$ cat config.mk
export PLATFORM = sky130hd
export DESIGN_NAME = program_counter_stk
export DESIGN_NICKNAME = d
export VERILOG_FILES = /design/src/rtl/program_counter_stk.sv
export SDC_FILE = /design/constraint.sdc
export NUM_CORES = 1
export LEC_CHECK = 0
export ABC_AREA = 1
export CELL_PAD_IN_SITES_DETAIL_PLACEMENT = 0
export CELL_PAD_IN_SITES_GLOBAL_PLACEMENT = 1
export CORE_MARGIN = 5
export CORE_UTILIZATION = 28
export DETAILED_ROUTE_END_ITERATION = 8
export GPL_ROUTABILITY_DRIVEN = 0
export GPL_TIMING_DRIVEN = 1
export HOLD_SLACK_MARGIN = 0.02
export PLACE_DENSITY_LB_ADDON = 0.2
export SYNTH_ARGS = -nofsm -noshare
export SYNTH_HDL_FRONTEND = slang
export SYNTH_SLANG_ARGS = --single-unit
$ cat constraint.sdc
create_clock -name clk -period 1.7 [get_ports clk]
set_input_delay 0.51 -clock clk [delete_from_list [all_inputs] [get_ports clk]]
set_output_delay 0.51 -clock clk [all_outputs]
set_load 0.005 [all_outputs]
$ cat src/rtl/program_counter_stk.sv
// Program counter with increment, relative branch, absolute jump and an optional
// hardware call/return stack (enabled by defining PC_RET_STACK_EN).
module program_counter_stk #(
  parameter int             AW        = 8,
  parameter int             OW        = 6,
  parameter int             DEPTH     = 4,
  parameter logic [AW-1:0]  RESET_VEC = '0
) (
  input  logic          clk,
  input  logic          rst_n,
  input  logic          stall,
  input  logic          pi,
  input  logic          pl,
  input  logic          pj,
  input  logic          call,
  input  logic          ret,
  input  logic [OW-1:0] ad,
  input  logic [AW-1:0] ja,
  output logic [AW-1:0] add_out,
  output logic          stk_empty,
  output logic          stk_full,
  output logic          cmd_err,
  output logic          stk_err
);

  function automatic logic signed [AW-1:0] sext_off(input logic signed [OW-1:0] v);
    logic signed [AW-1:0] r;
    r = v;
    return r;
  endfunction

  logic [2:0]    n_cmd;
  logic [AW-1:0] pc_inc;
  logic [AW-1:0] pc_nxt;
  logic          cmd_err_nxt;

  assign n_cmd  = 3'(pi) + 3'(pl) + 3'(pj) + 3'(call) + 3'(ret);
  assign pc_inc = add_out + AW'(1);

`ifdef PC_RET_STACK_EN
  localparam int PW = $clog2(DEPTH);
  localparam int CW = PW + 1;

  logic [CW-1:0] cnt;
  logic [CW-1:0] cnt_nxt;
  logic [AW-1:0] stk_mem [DEPTH];
  logic          push;
  logic          stk_err_nxt;
  logic          is_full;
  logic          is_empty;
  logic [PW-1:0] wr_idx;
  logic [PW-1:0] rd_idx;
  logic [CW-1:0] cnt_dec;

  assign is_full  = (cnt == CW'(DEPTH));
  assign is_empty = (cnt == '0);
  assign cnt_dec  = cnt - CW'(1);
  assign wr_idx   = cnt[PW-1:0];
  assign rd_idx   = cnt_dec[PW-1:0];

  always_comb begin
    pc_nxt      = add_out;
    cnt_nxt     = cnt;
    push        = 1'b0;
    cmd_err_nxt = 1'b0;
    stk_err_nxt = 1'b0;
    if (!stall) begin
      if (n_cmd > 3'd1) begin
        cmd_err_nxt = 1'b1;
      end else if (pi) begin
        pc_nxt = pc_inc;
      end else if (pl) begin
        pc_nxt = add_out + sext_off(ad);
      end else if (pj) begin
        pc_nxt = ja;
      end else if (call) begin
        if (is_full) begin
          stk_err_nxt = 1'b1;
        end else begin
          push    = 1'b1;
          cnt_nxt = cnt + CW'(1);
          pc_nxt  = ja;
        end
      end else if (ret) begin
        if (is_empty) begin
          stk_err_nxt = 1'b1;
        end else begin
          cnt_nxt = cnt_dec;
          pc_nxt  = stk_mem[rd_idx];
        end
      end
    end
  end

  // Return-address storage carries no reset; only the count qualifies it.
  always_ff @(posedge clk) begin
    if (push) stk_mem[wr_idx] <= pc_inc;
  end

  always_ff @(posedge clk or negedge rst_n) begin
    if (!rst_n) begin
      add_out   <= RESET_VEC;
      cnt       <= '0;
      stk_empty <= 1'b1;
      stk_full  <= 1'b0;
      cmd_err   <= 1'b0;
      stk_err   <= 1'b0;
    end else begin
      add_out   <= pc_nxt;
      cnt       <= cnt_nxt;
      stk_empty <= (cnt_nxt == '0);
      stk_full  <= (cnt_nxt == CW'(DEPTH));
      cmd_err   <= cmd_err_nxt;
      stk_err   <= stk_err_nxt;
    end
  end
`else
  // Without a stack, call and ret are treated as illegal opcodes.
  always_comb begin
    pc_nxt      = add_out;
    cmd_err_nxt = 1'b0;
    if (!stall) begin
      if (n_cmd > 3'd1 || call || ret) begin
        cmd_err_nxt = 1'b1;
      end else if (pi) begin
        pc_nxt = pc_inc;
      end else if (pl) begin
        pc_nxt = add_out + sext_off(ad);
      end else if (pj) begin
        pc_nxt = ja;
      end
    end
  end

  always_ff @(posedge clk or negedge rst_n) begin
    if (!rst_n) begin
      add_out <= RESET_VEC;
      cmd_err <= 1'b0;
    end else begin
      add_out <= pc_nxt;
      cmd_err <= cmd_err_nxt;
    end
  end

  assign stk_empty = 1'b1;
  assign stk_full  = 1'b0;
  assign stk_err   = 1'b0;
`endif

endmodule

# Word level (Yosys, flattened, before mapping)
# Cells that the tools add are included.
# W data, S select, Z words.
[op_classes]
n_reduce_logical = 4
addsub = 6
n_lt_le_gt_ge = 1
n_bitwise = 2
mux = 5
[ops]
columns = ["cell", "count"]
rows = [
  ["$mux W8", 3],
  ["$add A8 B1 Y8 const B", 1],
  ["$add A8 B8 Y8", 1],
  ["$add A3 B1 Y3", 2],
  ["$add A2 B1 Y3", 1],
  ["$gt A3 B1 Y1 const B", 1],
  ["$reduce_and A3 Y1", 1],
  ["$reduce_bool A3 Y1", 1],
  ["$add A1 B1 Y2", 1],
  ["$logic_or A1 B1 Y1", 2],
  ["$mux W1", 2],
  ["$not A1 Y1", 2],
]
[totals]
wordCells = 20
output_inout_bits = 12
inputBits = 22
register_bits = 9

# Logic depth before layout (Yosys ltp)
[depth]
depth_word = 9
ltp_mapped = 13

# Worst setup path before layout
# Ideal clock, no wire load.
[synth_path]
path_type = "input-to-reg"
start = "input port pi"
end = "register add_out[7]"
slack_ns = -0.576
setup_time_ns = 0.120
required_time_ns = 1.580
path_buffers = 1
arrival_ns = 2.156
cell_stages = 13
path_cell_list = "clkbuf_8 inv_2 fa_1 inv_1 ha_1 nand2_1 nand2_1 nor2_2 nand3b_4 clkinv_2 nand2_1 inv_1 a21oi_2"
[synth_via]
elab_chain_cells = 9
word_cells_on_any_way = 11
classes_between = "add/sub: 4; order compare: 1; mux: 1; bitwise: 1; reduce/logical: 4"
[synth_lines]
columns = ["element", "line_no", "text"]
rows = [
  ["start, declared", "12", "input logic pi,"],
  ["$add A1 B1 Y2", "37", "assign n_cmd = 3'(pi) + 3'(pl) + 3'(pj) + 3'(call) + 3'(ret);"],
  ["$add A2 B1 Y3", "37", ""],
  ["$add A3 B1 Y3 (2 in series)", "37", ""],
  ["$gt A3 B1 Y1", "123", "if (n_cmd > 3'd1 || call || ret) begin"],
  ["$logic_or A1 B1 Y1 (2 in series)", "123", ""],
  ["$not A1 Y1 (no source line)", "--", ""],
  ["$reduce_and A3 Y1 (no source line)", "--", ""],
  ["end signal, assigned", "140", "add_out <= pc_nxt;"],
  ["end, declared", "19", "output logic [AW-1:0] add_out,"],
]
# Several ways; a longest one is shown, not always the timed one.
# A chain may end at the register's enable or synchronous reset.

# Worst setup path after layout
[layout_path]
start = "input port pi"
end = "register add_out[3]"
# Same word-level chain as after synthesis.

==> flow_metrics.env <==
export IMPL_top_layer_used="met4"
export IMPL_wl_met1_um=1530
export IMPL_htree_num_levels=1
export IMPL_grt_pass1_vias=1187
export IMPL_area_growth_synth_to_final_pct=52.7
export IMPL_cts_root_buf="sky130_fd_sc_hd__clkbuf_8"
export IMPL_routed_via_count=1175
export IMPL_finalCritPeriodShare_pct=119
export IMPL_io_buffer_count=30
export IMPL_power_per_cell_area_mw_per_mm2=1110
export IMPL_die_x_um=72.1
export IMPL_worst_path_largest_cell_delay_ns=0.52
export IMPL_synth_adder_area_share_pct=15.3
export IMPL_worst_setup_path_end_kind="register"
export IMPL_route_met3_wl_um=75
export IMPL_grt_remaining_overflow=0
export IMPL_io_pins=34
export IMPL_vdd_ir_drop_max_mv=0.351
export IMPL_area_share_of_xor_xnor_cells_in_the_synthesized_design_pct=3.25
export IMPL_final_fill_count=413
export IMPL_antenna_found_initial=0
export IMPL_floorplan_initialDensity_pct=29.2
export IMPL_synth_mux_area_fraction_pct=0
export IMPL_diodes=0
export IMPL_clkTransAtPathRegs_ns=0.05
export IMPL_layout_min_cycle_time_ns=2.02
export IMPL_design_power_total_mw=1.82
export IMPL_design_die_area_mm2=0.00519
export IMPL_setup_viol_count_final=9
export IMPL_mappedNetlistArea_mm2=0.00108
export IMPL_grt_use_total_pct=12.9
export IMPL_top_cell_family_by_delay_on_the_critical_path="adder cells"
export IMPL_tritoncts_buffers=3
export IMPL_die_y_um=72.1
export IMPL_power_leakage_nw=0.848
export IMPL_rrSetupSlack_ns=-0.03
export IMPL_timing_critical_path_cells="buf_8, inv_8, fa_1, inv_1, ha_1, nand2_1, nand2_2, nor2_4, nand3b_4, clkinv_2, nor2_1, a21oi_1"
export IMPL_finish_utilization_pct=44.6
export IMPL_wl_per_cell_um=11.7
export IMPL_cp_arrival_ns=2.17
export IMPL_design_final_nets=253
export IMPL_highest_clock_frequency_the_design_can_meet_ghz=0.495
export IMPL_critical_path_max_fanout=8
export IMPL_met2_wirelength_um=1470
export IMPL_dominantRegCellSynth="sky130_fd_sc_hd__dfrtp_1"
export IMPL_postRouteWirelength_um=3120
export IMPL_hold_path_class="primary input to async pin"
export IMPL_core_mm2=0.00369
export IMPL_post_layout_nonfiller_instances=266
export IMPL_worstPathBufferInverterCount=4
export IMPL_synth_top_cell_by_area="sky130_fd_sc_hd__dfrtp_1"
export IMPL_ant_nets=0
export IMPL_timing_hold_violations_final=0
export IMPL_cts_path_max_buffers=2
export IMPL_status="complete, but fails checks"
export IMPL_post_synth_and_or_nand_nor_area_fraction_pct=34.3
export IMPL_post_synth_num_cell_types=28
export IMPL_drtIter0Drc=26
export IMPL_drc=0
export IMPL_postSynthCellCount=166
export IMPL_synth_enable_flop_cells=0
export IMPL_number_of_standard_cell_rows_in_the_floorplan=22
export IMPL_failed_checks="negative setup slack"
export IMPL_critical_path_startpoint_type="primary input"
export IMPL_cts_sinks=9
export IMPL_place_detailed_hpwl_um=2390
export IMPL_holdBufCountCts=0
export IMPL_detailedRoute_firstPassIterationCount=3
export IMPL_synth_top_area_share_pct=20.9
export IMPL_async_flop_share_pct=100
export IMPL_numPlacedInstances=255
export IMPL_timing_worst_setup_path_type="primary input to register"
export IMPL_timing_final_ws_setup_ns=-0.320
export IMPL_maxSlewViolCount=0
export IMPL_synth_area_leaders="sky130_fd_sc_hd__dfrtp_1 (21%), sky130_fd_sc_hd__nand2_1 (14%), sky130_fd_sc_hd__ha_1 (12%)"
export IMPL_worst_path_cell_with_the_longest_stage_delay="sky130_fd_sc_hd__fa_1"
export IMPL_syn_mean_instance_area_um2=6.50
export IMPL_grt_setup_unrepaired="true"
export IMPL_route_detailed_vias_per_inst=4.42
export IMPL_worst_ep_required_time_ns=1.85
export IMPL_synthesis_yosys_warnings=0
export IMPL_global_route_wire_length_before_repair_um=5340
export IMPL_synth_seq_cells=9
export IMPL_largest_family_of_logic_cells_by_synthesized_area="simple AND/OR/NAND/NOR gates"
export IMPL_drv_cap=0
export IMPL_finClkSkew_ns=0.00172
export IMPL_insertion_delay_ns=0.23
export IMPL_ys_seq_area_share_pct=20.9
export IMPL_post_route_cells_drive_above_1_share_pct=25.2
export IMPL_maximum_number_of_pins_on_one_net_before_global_route_repair=12
export IMPL_complex_gate_fraction_of_the_synthesized_area_pct=12.9
export IMPL_layout_cells_most_common="sky130_fd_sc_hd__nand2_1"
export IMPL_cts_tree="built"
export IMPL_final_cell_mix="sky130_fd_sc_hd__nand2_1 (35), sky130_fd_sc_hd__nor2_1 (25), sky130_fd_sc_hd__clkdlybuf4s50_1 (23)"
## through the flow
stage	hold WS [ns]	area [µm²]	setup TNS, ns	setup WS (ns)
2_1_floorplan	0.214	1100	-3.57	-0.478
3_3_place_gp	0.597	1530	-8.50	-1.03
3_5_place_dp	0.592	1530	-8.74	-1.06
4_1_cts	0.614	1610	-2.51	-0.310
5_1_grt	0.631	1650	-3.35	-0.409
6_report	0.600	1650	-2.45	-0.320
## power by group
part	switching, mW	leakage, nW	internal (mW)	total [mW]
clock network	0.0883	0.0228	0.164	0.252
registers	0.0849	0.104	0.299	0.384
logic	0.589	0.722	0.595	1.18
total	0.763	0.848	1.06	1.82
## flip-flops by register name (all words and copies together), names as in the netlist
name     count
cmd_err      1
add_out      8
## final cells by class
cell class / instances / area (µm²) / area share, %
clock buffers: 4 / 45.0 / 2.74
well taps: 48 / 60.1 / 3.65
inverters: 25 / 106 / 6.46
repair inverters: 1 / 5.00 / 0.304
multi-input cells: 128 / 749 / 45.5
flip-flops and latches: 9 / 229 / 13.9
repair buffers: 51 / 452 / 27.4
## cells in the mapped netlist, types with 2 or more instances
library cell / instances
sky130_fd_sc_hd__ha_1: 10
sky130_fd_sc_hd__nand2_1: 39
sky130_fd_sc_hd__dfrtp_1: 9
sky130_fd_sc_hd__conb_1: 2
sky130_fd_sc_hd__o211ai_1: 2
sky130_fd_sc_hd__fa_1: 2
sky130_fd_sc_hd__nor2_2: 2
sky130_fd_sc_hd__a21oi_1: 13
sky130_fd_sc_hd__nand3_1: 10
sky130_fd_sc_hd__inv_1: 23
sky130_fd_sc_hd__nor2_1: 27
sky130_fd_sc_hd__buf_4: 3
sky130_fd_sc_hd__xor2_1: 3
sky130_fd_sc_hd__o22ai_1: 2
sky130_fd_sc_hd__o21ai_0: 6
## path summary, 6_finish.rpt
| kind | start | endpoint | cells after the start |
|---|---|---|---|
| max | pi | add_out[3]$_DFFE_PN0P_ | 12 |
| min | rst_n | cmd_err$_DFF_PN0_ | 1 |
| max reg2reg | add_out[0]$_DFFE_PN0P_ | add_out[6]$_DFFE_PN0P_ | 12 |
| min reg2reg | add_out[1]$_DFFE_PN0P_ | add_out[1]$_DFFE_PN0P_ | 2 |
| max in group asynchronous | rst_n | add_out[5]$_DFFE_PN0P_ | 1 |
| min in group clk | add_out[1]$_DFFE_PN0P_ | add_out[1]$_DFFE_PN0P_ | 2 |
## per-layer routing
metal	up-vias	track usage, %
met5	-	0
met4	0	4.38
met3	5	1.25
met2	19	21.9
met1	529	16.9
li1	622	-
## worst register-to-register path: stages, from the launching register on
cell,delay (ns)
sky130_fd_sc_hd__dfrtp_1,0.35
sky130_fd_sc_hd__ha_2,0.20
sky130_fd_sc_hd__inv_2,0.04
sky130_fd_sc_hd__fa_2,0.37
sky130_fd_sc_hd__inv_2,0.06
sky130_fd_sc_hd__nand2_2,0.05
sky130_fd_sc_hd__nand2_2,0.07
sky130_fd_sc_hd__nand3b_1,0.10
sky130_fd_sc_hd__nand2_1,0.08
sky130_fd_sc_hd__nand2_1,0.05
sky130_fd_sc_hd__nand3_1,0.07
sky130_fd_sc_hd__nand2_1,0.07
sky130_fd_sc_hd__a21oi_1,0.14
## what timing repair did
action | CTS | global route
gates cloned | 1 | 0
pin swaps | 13 | 5
setup endpoints to repair | 15 | 12
buffers inserted | 4 | 3
gates resized for setup | 32 | 7
## logic make-up (layout without fill, tap and decap cells)
kind of cell	after synthesis	after routing
other	2	3
adders and majority gates	12	12
xor gates and xnor gates	4	4
and+or+nand+nor	84	84
AOI/OAI and AO/OA	25	25
buffers and inverters	30	81
DFF	9	9
(Power assumes the default switching activity.)
